$ cat src/rtl/load_ext_pkg.sv
// Shared definitions for the load-data extract/extend stage:
// access-size encodings and the output-buffer occupancy states.
package load_ext_pkg;

  localparam logic [1:0] SZ_BYTE = 2'b00;
  localparam logic [1:0] SZ_HALF = 2'b01;
  localparam logic [1:0] SZ_WORD = 2'b10;

  // Number of results held in the main + skid registers.
  typedef enum logic [1:0] {
    EMPTY = 2'd0,
    ONE   = 2'd1,
    TWO   = 2'd2
  } occ_state_t;

endpackage

$ cat src/rtl/extend_lane.sv
// Combinational extract/extend/alignment check for one load request.
// Data is big-endian: index 0 is the MSB and byte k lives in [8k:8k+7].
module extend_lane
  import load_ext_pkg::*;
#(
  parameter int DATA_W = 32,
  parameter int OFF_W  = $clog2(DATA_W/8)
) (
  input  logic [0:DATA_W-1] data,
  input  logic [OFF_W-1:0]  off,
  input  logic [1:0]        size,
  input  logic              sign,
  output logic [0:DATA_W-1] result,
  output logic              err
);

  localparam int IDX_W = $clog2(DATA_W);

  logic [IDX_W-1:0] byte_idx;
  logic [IDX_W-1:0] half_idx;
  logic [0:7]       byte_f;
  logic [0:15]      half_f;

  // Select the addressed field and place it at the LSB end, filling the
  // upper bits with the field's top bit (signed) or zeros. Errors yield 0.
  always_comb begin
    byte_idx    = {off, 3'b000};
    // The halfword select always uses an even byte so it never runs off
    // the end of the word; odd offsets are flagged as errors below.
    half_idx    = byte_idx;
    half_idx[3] = 1'b0;
    byte_f      = data[byte_idx +: 8];
    half_f      = data[half_idx +: 16];
    result      = '0;
    err         = 1'b0;
    case (size)
      SZ_BYTE: result = {{(DATA_W-8){sign & byte_f[0]}}, byte_f};
      SZ_HALF: begin
        if (off[0]) err = 1'b1;
        else        result = {{(DATA_W-16){sign & half_f[0]}}, half_f};
      end
      SZ_WORD: begin
        if (off != '0) err = 1'b1;
        else           result = data;
      end
      default: err = 1'b1;
    endcase
  end

endmodule

$ cat src/rtl/load_extend_stage.sv
// Registered load extractor/extender with a valid/ready handshake on both
// sides and a main + skid output buffer.
//
// Handshake: a transfer happens on a rising edge where valid && ready.
// Payload is sampled only on an input transfer; out_data/out_err hold
// steady while out_valid && !out_ready. in_ready is a flop (occupancy < 2)
// so out_ready never reaches it combinationally.
module load_extend_stage
  import load_ext_pkg::*;
#(
  parameter int DATA_W = 32,
  parameter int OFF_W  = $clog2(DATA_W/8)
) (
  input  logic              clk,
  input  logic              rst_n,
  input  logic              in_valid,
  output logic              in_ready,
  input  logic [0:DATA_W-1] in_data,
  input  logic [OFF_W-1:0]  in_off,
  input  logic [1:0]        in_size,
  input  logic              in_sign,
  output logic              out_valid,
  input  logic              out_ready,
  output logic [0:DATA_W-1] out_data,
  output logic              out_err,
  output logic [1:0]        dbg_state
);

  occ_state_t        state;
  logic [0:DATA_W-1] lane_data;
  logic              lane_err;
  logic [0:DATA_W-1] skid_data;
  logic              skid_err;
  logic              in_xfer;
  logic              out_xfer;

  extend_lane #(
    .DATA_W (DATA_W),
    .OFF_W  (OFF_W)
  ) u_lane (
    .data   (in_data),
    .off    (in_off),
    .size   (in_size),
    .sign   (in_sign),
    .result (lane_data),
    .err    (lane_err)
  );

  assign in_xfer   = in_valid && in_ready;
  assign out_xfer  = out_valid && out_ready;
  assign dbg_state = state;

  // Occupancy FSM: main register feeds the output, skid catches the one
  // extra result accepted while the consumer stalls.
  always_ff @(posedge clk) begin
    if (!rst_n) begin
      state     <= EMPTY;
      in_ready  <= 1'b1;
      out_valid <= 1'b0;
      out_data  <= '0;
      out_err   <= 1'b0;
      skid_data <= '0;
      skid_err  <= 1'b0;
    end else begin
      case (state)
        EMPTY: begin
          if (in_xfer) begin
            out_data  <= lane_data;
            out_err   <= lane_err;
            out_valid <= 1'b1;
            state     <= ONE;
          end
        end
        ONE: begin
          if (in_xfer && !out_xfer) begin
            skid_data <= lane_data;
            skid_err  <= lane_err;
            in_ready  <= 1'b0;
            state     <= TWO;
          end else if (in_xfer && out_xfer) begin
            out_data <= lane_data;
            out_err  <= lane_err;
          end else if (out_xfer) begin
            out_valid <= 1'b0;
            state     <= EMPTY;
          end
        end
        TWO: begin
          if (out_xfer) begin
            out_data <= skid_data;
            out_err  <= skid_err;
            in_ready <= 1'b1;
            state    <= ONE;
          end
        end
        default: begin
          state     <= EMPTY;
          in_ready  <= 1'b1;
          out_valid <= 1'b0;
        end
      endcase
    end
  end

endmodule

$ cat config.mk
export PLATFORM = sky130hd
export DESIGN_NAME = load_extend_stage
export DESIGN_NICKNAME = d
export VERILOG_FILES = /design/src/rtl/load_ext_pkg.sv /design/src/rtl/extend_lane.sv /design/src/rtl/load_extend_stage.sv
export SDC_FILE = /design/constraint.sdc
export NUM_CORES = 1
export LEC_CHECK = 0
export CORE_ASPECT_RATIO = 1.75
export CORE_MARGIN = 2
export CORE_UTILIZATION = 30
export DETAILED_ROUTE_END_ITERATION = 16
export PLACE_DENSITY = 0.54
export SLEW_MARGIN = 20
export SYNTH_ARGS = -nofsm -noshare
export SYNTH_HDL_FRONTEND = slang
export SYNTH_SLANG_ARGS = --single-unit
$ cat constraint.sdc
create_clock -name clk -period 2 [get_ports clk]
set_clock_uncertainty 0.05 [all_clocks]
set_input_delay 0.4 -clock clk [delete_from_list [all_inputs] [get_ports clk]]
set_output_delay 0.4 -clock clk [all_outputs]
set_load 0.01 [all_outputs]
# [After elaboration in Yosys (flattened, before gate mapping)]
# Index checks and enable logic that the tools add are counted.
[classes] mux=30 n_shift=2 bitwise_logic=6 n_reduce_logical=14 eq_ne=13
[op_table] operator="2-to-1 mux 32 bit" n=6
[op_table] operator="one-hot mux 32 bit (3 select lines)" n=2
[op_table] operator="indexed part select 32 x 6 -> 33 bit" n=2
[op_table] operator="!= test 2 bit (second input constant)" n=7
[op_table] operator="2-to-1 mux 1 bit" n=12
[op_table] operator="NOT 5 -> 6 bit" n=2
[op_table] operator="one-hot mux 1 bit (3 select lines)" n=4
[op_table] operator="2-to-1 mux 2 bit" n=5
[op_table] operator="AND reduction 5 bit" n=2
[op_table] operator="!= test 3 bit (second input constant)" n=2
[op_table] operator="one-hot mux 2 bit (3 select lines)" n=1
[op_table] operator="equality test 2 x 1 -> 1 bit (second input constant)" n=2
[op_table] operator="equality test 2 bit (second input constant)" n=2
[op_table] operator="logical AND 1 bit" n=4
[op_table] operator="logical NOT 2 bit" n=2
[op_table] operator="AND reduction 4 bit" n=1
[op_table] operator="AND reduction 3 bit" n=1
[op_table] operator="nonzero test 3 bit" n=1
[op_table] operator="AND 1 bit" n=2
[op_table] operator="NOT 1 bit" n=2
[op_table] operator="AND reduction 2 bit" n=1
[op_table] operator="nonzero test 2 bit" n=1
[op_table] operator="logical NOT 1 bit" n=1
[word_totals] input_bits=41 out_inout_bits=37 reg_bits=70 wordCells=72

# [Depth between registers and ports, before layout]
# Gate-level depths: netlist of the first run.
[depth] word_depth=8 mapped_depth=7 ltp_nobuf=4

# [Modules after synthesis]
# A second synthesis of the first run with hierarchy kept.
[hier_totals] hier_cells=466 hier_area_um2=4365.4
[modules_own_cells] module="load_extend_stage" cells_per_inst=335 n_inst=1 area_each_um2=3492.1 seq_area_each_um2=1401.3
[modules_own_cells] module="extend_lane" cells_per_inst=131 n_inst=1 area_each_um2=873.3 seq_area_each_um2=0.0

# [Worst setup path after synthesis of the first run]
# Ideal clock, no wire load.
[synth_path] path_type="input port to flip-flop" start="input port in_off[1]" end="register out_data[0] (netlist name)" setup_time_ns=0.117 path_stages=6 setup_slack_ns=0.316 n_path_buf=2 arrival_time_ns=1.516 required_time_ns=1.833 cell_sequence="buf_6 -> mux2_4 -> a32oi_2 -> buf_4 -> o211ai_1 -> a32o_1"
[synth_between] elab_chain_len=8
[synth_rtl] item="from (decl)" line="load_extend_stage.sv:19" rtl="input logic [OFF_W-1:0] in_off,"
[synth_rtl] item="NOT 5 -> 6 bit (not written as such)" line="extend_lane.sv:33" rtl="half_f = data[half_idx +: 16];"
[synth_rtl] item="indexed part select 32 x 6 -> 33 bit" line="extend_lane.sv:33"
[synth_rtl] item="AND 1 bit" line="extend_lane.sv:40" rtl="else result = {{(DATA_W-16){sign & half_f[0]}}, half_f};"
[synth_rtl] item="2-to-1 mux 32 bit" line="extend_lane.sv:39" rtl="if (off[0]) err = 1'b1;"
[synth_rtl] item="one-hot mux 32 bit (3 select lines) (*)" line="extend_lane.sv:36" rtl="case (size)"
[synth_rtl] item="2-to-1 mux 32 bit" line="load_extend_stage.sv:80" rtl="end else if (in_xfer && out_xfer) begin"
[synth_rtl] item="2-to-1 mux 32 bit" line="load_extend_stage.sv:75" rtl="if (in_xfer && !out_xfer) begin"
[synth_rtl] item="one-hot mux 32 bit (3 select lines) (*)" line="load_extend_stage.sv:65" rtl="case (state)"
[synth_rtl] item="to (signal assigned)" line="load_extend_stage.sv:68" rtl="out_data <= lane_data;"
[synth_rtl] item="to (signal assigned)" line="load_extend_stage.sv:81" rtl="out_data <= lane_data;"
[synth_rtl] item="to (signal assigned)" line="load_extend_stage.sv:90" rtl="out_data <= skid_data;"
[synth_rtl] item="to (decl)" line="load_extend_stage.sv:24" rtl="output logic [0:DATA_W-1] out_data,"
# Mark *: on every way between the ends. The rest lies on a longest branch, timed or not. The select of a mux whose other input is x is not followed.
# A chain may end at the register's enable or synchronous reset.

# [Worst setup path in the final report of the first run]
[layout_path] start="register state[1] (netlist: dbg_state[1])" end="output port dbg_state[1]"
[layout_lines] item="from (decl)" line="load_extend_stage.sv:29" rtl="occ_state_t state;"
[layout_lines] item="from (signal assigned)" line="load_extend_stage.sv:57" rtl="state <= EMPTY;"
[layout_lines] item="from (signal assigned)" line="load_extend_stage.sv:71" rtl="state <= ONE;"
[layout_lines] item="from (signal assigned)" line="load_extend_stage.sv:79" rtl="state <= TWO;"
[layout_lines] item="to (decl)" line="load_extend_stage.sv:26" rtl="output logic [1:0] dbg_state"
# No word-level cell between the ends.

==> flow_summary.yaml, run 1 <==
grt:
  antenna_found_initial: 0
  grt_pass1_wl_um: 19060
  grt.total_usage: 0.1886
  grt_pass1_vias: 3604
  grt_max_degree: 44
  grt_overflow: 0
yosys:
  synth.avg_cell_area_um2: 8.884
  yosys_warnings: 0
  syn_area_mm2: 0.003625
  synthFlopType: "dfxtp_1"
  syn_nets: 449
  ys_async_sr_fraction: 0
  synth.distinct_cells: 55
  synthCells: 408
  synth_edf_count: 0
  synth-seq-cells: 70
  yosysSeqAreaShare: 0.3866
timing:
  max_freq_ghz: 0.5268
  min_period_over_period: 0.9490
  setup_viol: 0
  max-slew-margin-rel: 0.7327
  rsz0062_at_grt: "false"
  hold_viol_final: 0
  drv_slew: 0
  post-route-min-period_ps: 1898
  holdWs_ps: 420.7
  worst_pin_slew_ps: 401.0
clocking:
  cts_buffer_depth: 2
  cts_hold_buf: 0
  cts_tree: "done"
  clock_latency_ps: 330
  cts.clk_slew.worst_paths_ps: 60
  cts_buffers: 9
  ctsHtreeMaxLevel: 3
  cts-root-buf: "clkbuf_16"
  clock-sinks: 70
  cts_setup_buffers: 0
worst_setup_path:
  cp_data_arrival_time_ps: 1450
  cp-end-kind: "output port"
  max_stage_delay_ps: 560
  critical_path.cell_chain: "buf_4, clkdlybuf4s50_1"
  crit_path_start_kind: "register"
  slowest_stage: "clkdlybuf4s50_1"
  worstPathRequired_ps: 1550
  crit_fanout: 17
  path_class: "reg2out"
  r2r-end: "out_data[13]"
  reg2reg_from: "out_valid"
  r2r_cells: 5
  r2r_slack_ps: 260
hold_path:
  whs_endpoint: "skid_data[8]"
  hold_class: "in2reg"
  min_path_cells: 3
  min_from: "rst_n"
pwr:
  power_density_mw_per_mm2: 881.7
  ir_drop_uv: 441.3
  power_leakage_uw: 0.001894
drt:
  via_per_inst: 5.450
  wl_um: 11810
  drtPass1Iterations: 5
  drtIter0Drc: 186
  wire_per_inst_um: 18.00
  drtAntennaViolNets: 0
  drc: 0
  vias: 3575
floorplan:
  ioPinCount: 78
  initial_utilization: 0.3054
  dieArea_mm2: 0.01301
  dieWidth_um: 87.09
  std_cell_rows: 53
  core_mm2: 0.01187
  die_h_um: 149.4
run_status:
  outcome: "finished, final reports clean"
final_layout:
  drive_gt1_frac: 0.1908
  n_fill_cell: 1186
  syn2layout_area_growth_pct: 42.29
  finish.net_count: 555
  final_area_mm2: 0.005157
  antenna_cells: 0
placement:
  postPlaceCellArea_mm2: 0.004833
  place.gp.congestion: 0.8522
  io_buffers: 77
  hpwl_um: 9186
job:
  maxCapViolCount: 0
-- critical path, delay by kind of cell, from the launching register on --
| family | cells | cell delay, ps |
|---|---|---|
| DFF | 1 | 340 |
| buffers and inverters | 2 | 770 |
-- placed cells by master, fill, tap and decap left out, types with 9 or more instances in the layout --
cell,instances
a21oi_1,61
buf_4,51
clkbuf_16,9
clkdlybuf4s50_1,75
dfxtp_1,70
mux2i_1,10
nand2_1,30
nand2b_1,10
nand3b_1,15
nor2_1,13
o211ai_1,23
o21ai_0,39
or4b_1,9
-- cells in the mapped netlist (2+ instances only) --
cell type  count  area share
a21oi_1       61       0.084
a32o_1         8       0.022
or4b_1         9       0.025
or4b_2         6       0.017
nand2b_1      10       0.017
and3_1         7       0.012
o21ai_0       39       0.054
clkbuf_1      16       0.017
mux2i_1       10       0.028
dfxtp_1       70        0.39
inv_1          3      0.0031
o21a_2         2      0.0048
o221ai_1       7       0.017
o21ai_1        5      0.0069
nor2b_1        3      0.0052
nor2_1        14       0.014
nor3_1         3      0.0041
nor3_4         2      0.0090
a221oi_2       7       0.029
and3b_1        2      0.0048
buf_2         13       0.018
o211ai_1      23       0.048
nand2_1       30       0.031
buf_4          5       0.010
nand3b_1      15       0.031
and2_1         2      0.0035
nand4_1        8       0.014
-- worst max path at each step --
stage                     cells after the start  slack, ps           end         start
after floorplan                               6        320   out_data[0]     in_off[1]
after global placement                        7       -310  out_data[25]     in_off[1]
after detailed placement                      7       -380  out_data[25]     in_off[1]
after CTS                                     7         20  out_data[25]     in_off[1]
after global routing                          2         40  dbg_state[1]  dbg_state[1]
final                                         2        100  dbg_state[1]  dbg_state[1]
-- repair_timing --
item	4_1_cts	5_1_grt
endpoints found under the hold margin	0	0
pin swaps	0	0
setup endpoints to repair	1	54
resized for setup	1	2
-- metal layers --
metal  global-route usage  share of wire
met1               0.2213           0.40
met2               0.3302           0.53
met3              0.02758          0.031
met4              0.09000          0.036
met5                    0              0
-- metrics by stage --
step                  util  worst slack [ps]  TNS, ps  power [µW]  instances
floorplan                -             316.4        0        2266        408
global placement    0.4072            -310.4   -15870        2872        640
detailed placement  0.4072            -375.3   -17600        2883        640
CTS                 0.4341             18.70        0        4584        656
global route        0.4345             44.74        0        4764        656
finish              0.4345             101.9        0        4547        656
-- where the power goes --
group | total, µW | internal (µW) | switching [µW]
logic | 1200 | 602 | 593
registers | 1660 | 1560 | 98.3
clock network | 1690 | 1090 | 601
-- cell type report --
| type | count | area [µm²] | share of cell area |
|---|---|---|---|
| clock buffers | 10 | 229.0 | 0.04440 |
| clock inverters | 6 | 86.33 | 0.01674 |
| inverters | 4 | 15.01 | 0.002911 |
| multi-input cells | 297 | 2032 | 0.3940 |
| flip-flops and latches | 70 | 1401 | 0.2717 |
| well taps | 137 | 171.4 | 0.03324 |
| repair buffers | 132 | 1222 | 0.2370 |
-- cells by family after synthesis --
| kind of cell | count (synthesis) | synth area share |
|---|---|---|
| AOI/OAI and AO/OA | 165 | 0.3024 |
| muxes | 13 | 0.04108 |
| xor gates and xnor gates | 1 | 0.004489 |
| buffers and inverters | 41 | 0.05454 |
| and+or+nand+nor | 118 | 0.2109 |
| DFF | 70 | 0.3866 |
-- flip-flops by register name, summed over array words and instances (netlist names) --
register and flops:
out_data 32, skid_err 1, out_err 1, dbg_state 2
in_ready 1, out_valid 1, skid_data 32
Note: power is estimated with default switching activity, not from simulation.
==> run 2, diff against run 1 <==
--- a/config.mk
+++ b/config.mk
@@ -10,7 +10,7 @@
 export CORE_UTILIZATION = 30
 export DETAILED_ROUTE_END_ITERATION = 16
 export PLACE_DENSITY = 0.54
-export SLEW_MARGIN = 20
+export SLEW_MARGIN = 25
 export SYNTH_ARGS = -nofsm -noshare
 export SYNTH_HDL_FRONTEND = slang
 export SYNTH_SLANG_ARGS = --single-unit
==> results of run 2 <==
Same layout as run 1: the final DEF is identical, and so are final timing and power.
==> run 3, diff against run 2 <==
==> constraint.sdc (replaced) <==
create_clock -name clk -period 2 [get_ports clk]
set_clock_uncertainty 0.05 [all_clocks]
set_input_delay 0.5 -clock clk [delete_from_list [all_inputs] [get_ports clk]]
set_output_delay 0.5 -clock clk [all_outputs]
set_load 0.01 [all_outputs]
==> run 3 against run 2 <==
Total power is 5.4% lower. Sequential share of layout area grew 0.073 points. Die area stayed put. Clock power shrank 15%. Maximum frequency down 2.1%. Setup slack got worse by 41 ps. Via count unchanged. Cell area down 0.27%. Final cell count grew 0.46%. Highest routed layer unchanged.
==> flow_summary.yaml, run 3 (same netlist as run 1, synthesis figures left out) <==
run_status:
  outcome: "finished, final reports clean"
timing:
  drv_slew: 0
  min_period_over_period: 0.9696
  post-route-min-period_ps: 1939
  max_freq_ghz: 0.5157
  setup_viol: 0
  rsz0062_at_grt: "false"
  hold_viol_final: 0
  worst_pin_slew_ps: 383.3
  fin_ws_ps: 60.83
  max-slew-margin-rel: 0.7417
worst_setup_path:
  cp-end-kind: "register"
  r2r_cells: 5
  crit_fanout: 15
  crit_path_start_kind: "primary input"
  cp_data_arrival_time_ps: 2140
  path_class: "in2reg"
  r2r-end: "out_data[10]"
  worstPathRequired_ps: 2200
  reg2reg_from: "out_valid"
  r2r_slack_ps: 270
drt:
  drtIter0Drc: 167
  drc: 0
  wl_um: 12070
  drtAntennaViolNets: 0
  wire_per_inst_um: 18.32
  drtPass1Iterations: 4
  vias: 3575
  via_per_inst: 5.425
floorplan:
  dieWidth_um: 87.09
  ioPinCount: 78
  initial_utilization: 0.3054
  die_h_um: 149.4
  core_mm2: 0.01187
  dieArea_mm2: 0.01301
  std_cell_rows: 53
placement:
  place.gp.congestion: 0.8760
  postPlaceCellArea_mm2: 0.004856
  hpwl_um: 9419
  post-place-ws_ps: -501.3
  io_buffers: 77
pwr:
  swShare: 0.2932
  power_density_mw_per_mm2: 835.9
  p_comb_frac: 0.281
  p_switching_uw: 1261
  clkPwrFrac: 0.333
  power_leakage_uw: 0.001884
  internal-power_uw: 3039
  ir_drop_uv: 391.3
  seqPwrFrac: 0.386
job:
  maxCapViolCount: 0
grt:
  antenna_found_initial: 0
  grt_max_degree: 38
  grt_pass1_wl_um: 18980
  grt_pass1_vias: 3606
  grt.total_usage: 0.1898
  grt_overflow: 0
final_layout:
  layout_common_cells: "clkdlybuf4s50_1 (75), dfxtp_1 (70), a21oi_1 (61), buf_4 (54), o21ai_0 (39)"
  drive_gt1_frac: 0.1954
  final_area_mm2: 0.005144
  final_common_cell: "clkdlybuf4s50_1"
  post-route-util: 0.4333
  syn2layout_area_growth_pct: 41.91
  finish.net_count: 558
  antenna_cells: 0
clocking:
  cts_buffers: 9
  cts_tree: "done"
  clock-sinks: 70
  cts-root-buf: "clkbuf_16"
  cts_setup_buffers: 0
  cts.clk_slew.worst_paths_ps: 50
  ctsHtreeMaxLevel: 3
  clock_latency_ps: 330
  cts_buffer_depth: 2
hold_path:
  min_path_cells: 1
  hold_class: "reg2reg"
  min_from: "out_data[5]"
  whs_endpoint: "out_data[5]"
[run 3: changes by cell type in the layout (fill, tap and decap cells not counted), sizes merged]
cell / change
dlygate4sd2: +1
buf: +3
bufinv: -2
clkbuf: +2
dlymetal6s2s: -1
[run 3: how the worst max path moves through the flow]
stage / start / to / slack, ps / cells after the start
finish: in_size[0] / out_data[26] / 60 / 6
global route: in_size[0] / skid_data[3] / 9 / 8
CTS: in_size[0] / out_data[26] / 30 / 7
detailed placement: in_off[1] / out_data[27] / -500 / 6
global placement: in_off[1] / out_data[27] / -480 / 6
floorplan: in_off[1] / out_data[0] / 220 / 6
[run 3: per-stage QoR]
| stage | power, µW | std cells | setup TNS [ps] | hold WS, ps |
|---|---|---|---|---|
| 2_1_floorplan | 2266 | 408 | 0 | 405.2 |
| 3_3_place_gp | 2881 | 643 | -24500 | 413.0 |
| 3_5_place_dp | 2890 | 643 | -26810 | 408.8 |
| 4_1_cts | 4341 | 659 | 0 | 429.3 |
| 5_1_grt | 4515 | 659 | 0 | 443.3 |
| 6_report | 4300 | 659 | 0 | 422.4 |
[run 3: metal layers]
metal  global-route usage  up-vias  wire (µm)  share of wire
met1               0.2070     1707       4655           0.39
li1                     -     1767          -              -
met5                    0        -          0              0
met3              0.02372       24        335          0.028
met4               0.1077        0        579          0.048
met2               0.3439       77       6503           0.54
[run 3: power groups by stage]
stage | sequential [µW] | combinational [µW] | clock, µW
5_1_grt | 1680 | 1310 | 1520
4_1_cts | 1660 | 1210 | 1470
6_report | 1660 | 1210 | 1430
3_3_place_gp | 1690 | 1190 | 0
3_5_place_dp | 1690 | 1200 | 0
2_1_floorplan | 1720 | 548 | 0
[run 3: critical path, stage by stage]
cell	delay, ps
clkdlybuf4s50_1	470
buf_12	180
or3_1	460
nor2_1	240
a221oi_2	70
o221ai_1	210
[run 3: timing repair]
action	4_1_cts	5_1_grt
setup endpoints to repair	61	7
pin swaps	0	0
hold buffers	0	0
resized for setup	3	2
[run 3: area by class of cell]
cell class / count / area [µm²]
Timing Repair Buffer: 135 / 1241
Multi-Input combinational cell: 297 / 2046
Sequential cell: 70 / 1401
Clock inverter: 4 / 22.52
Fill cell: 1167 / 6726
Inverter: 4 / 15.01
Tap cell: 137 / 171.4
Clock buffer: 12 / 246.5
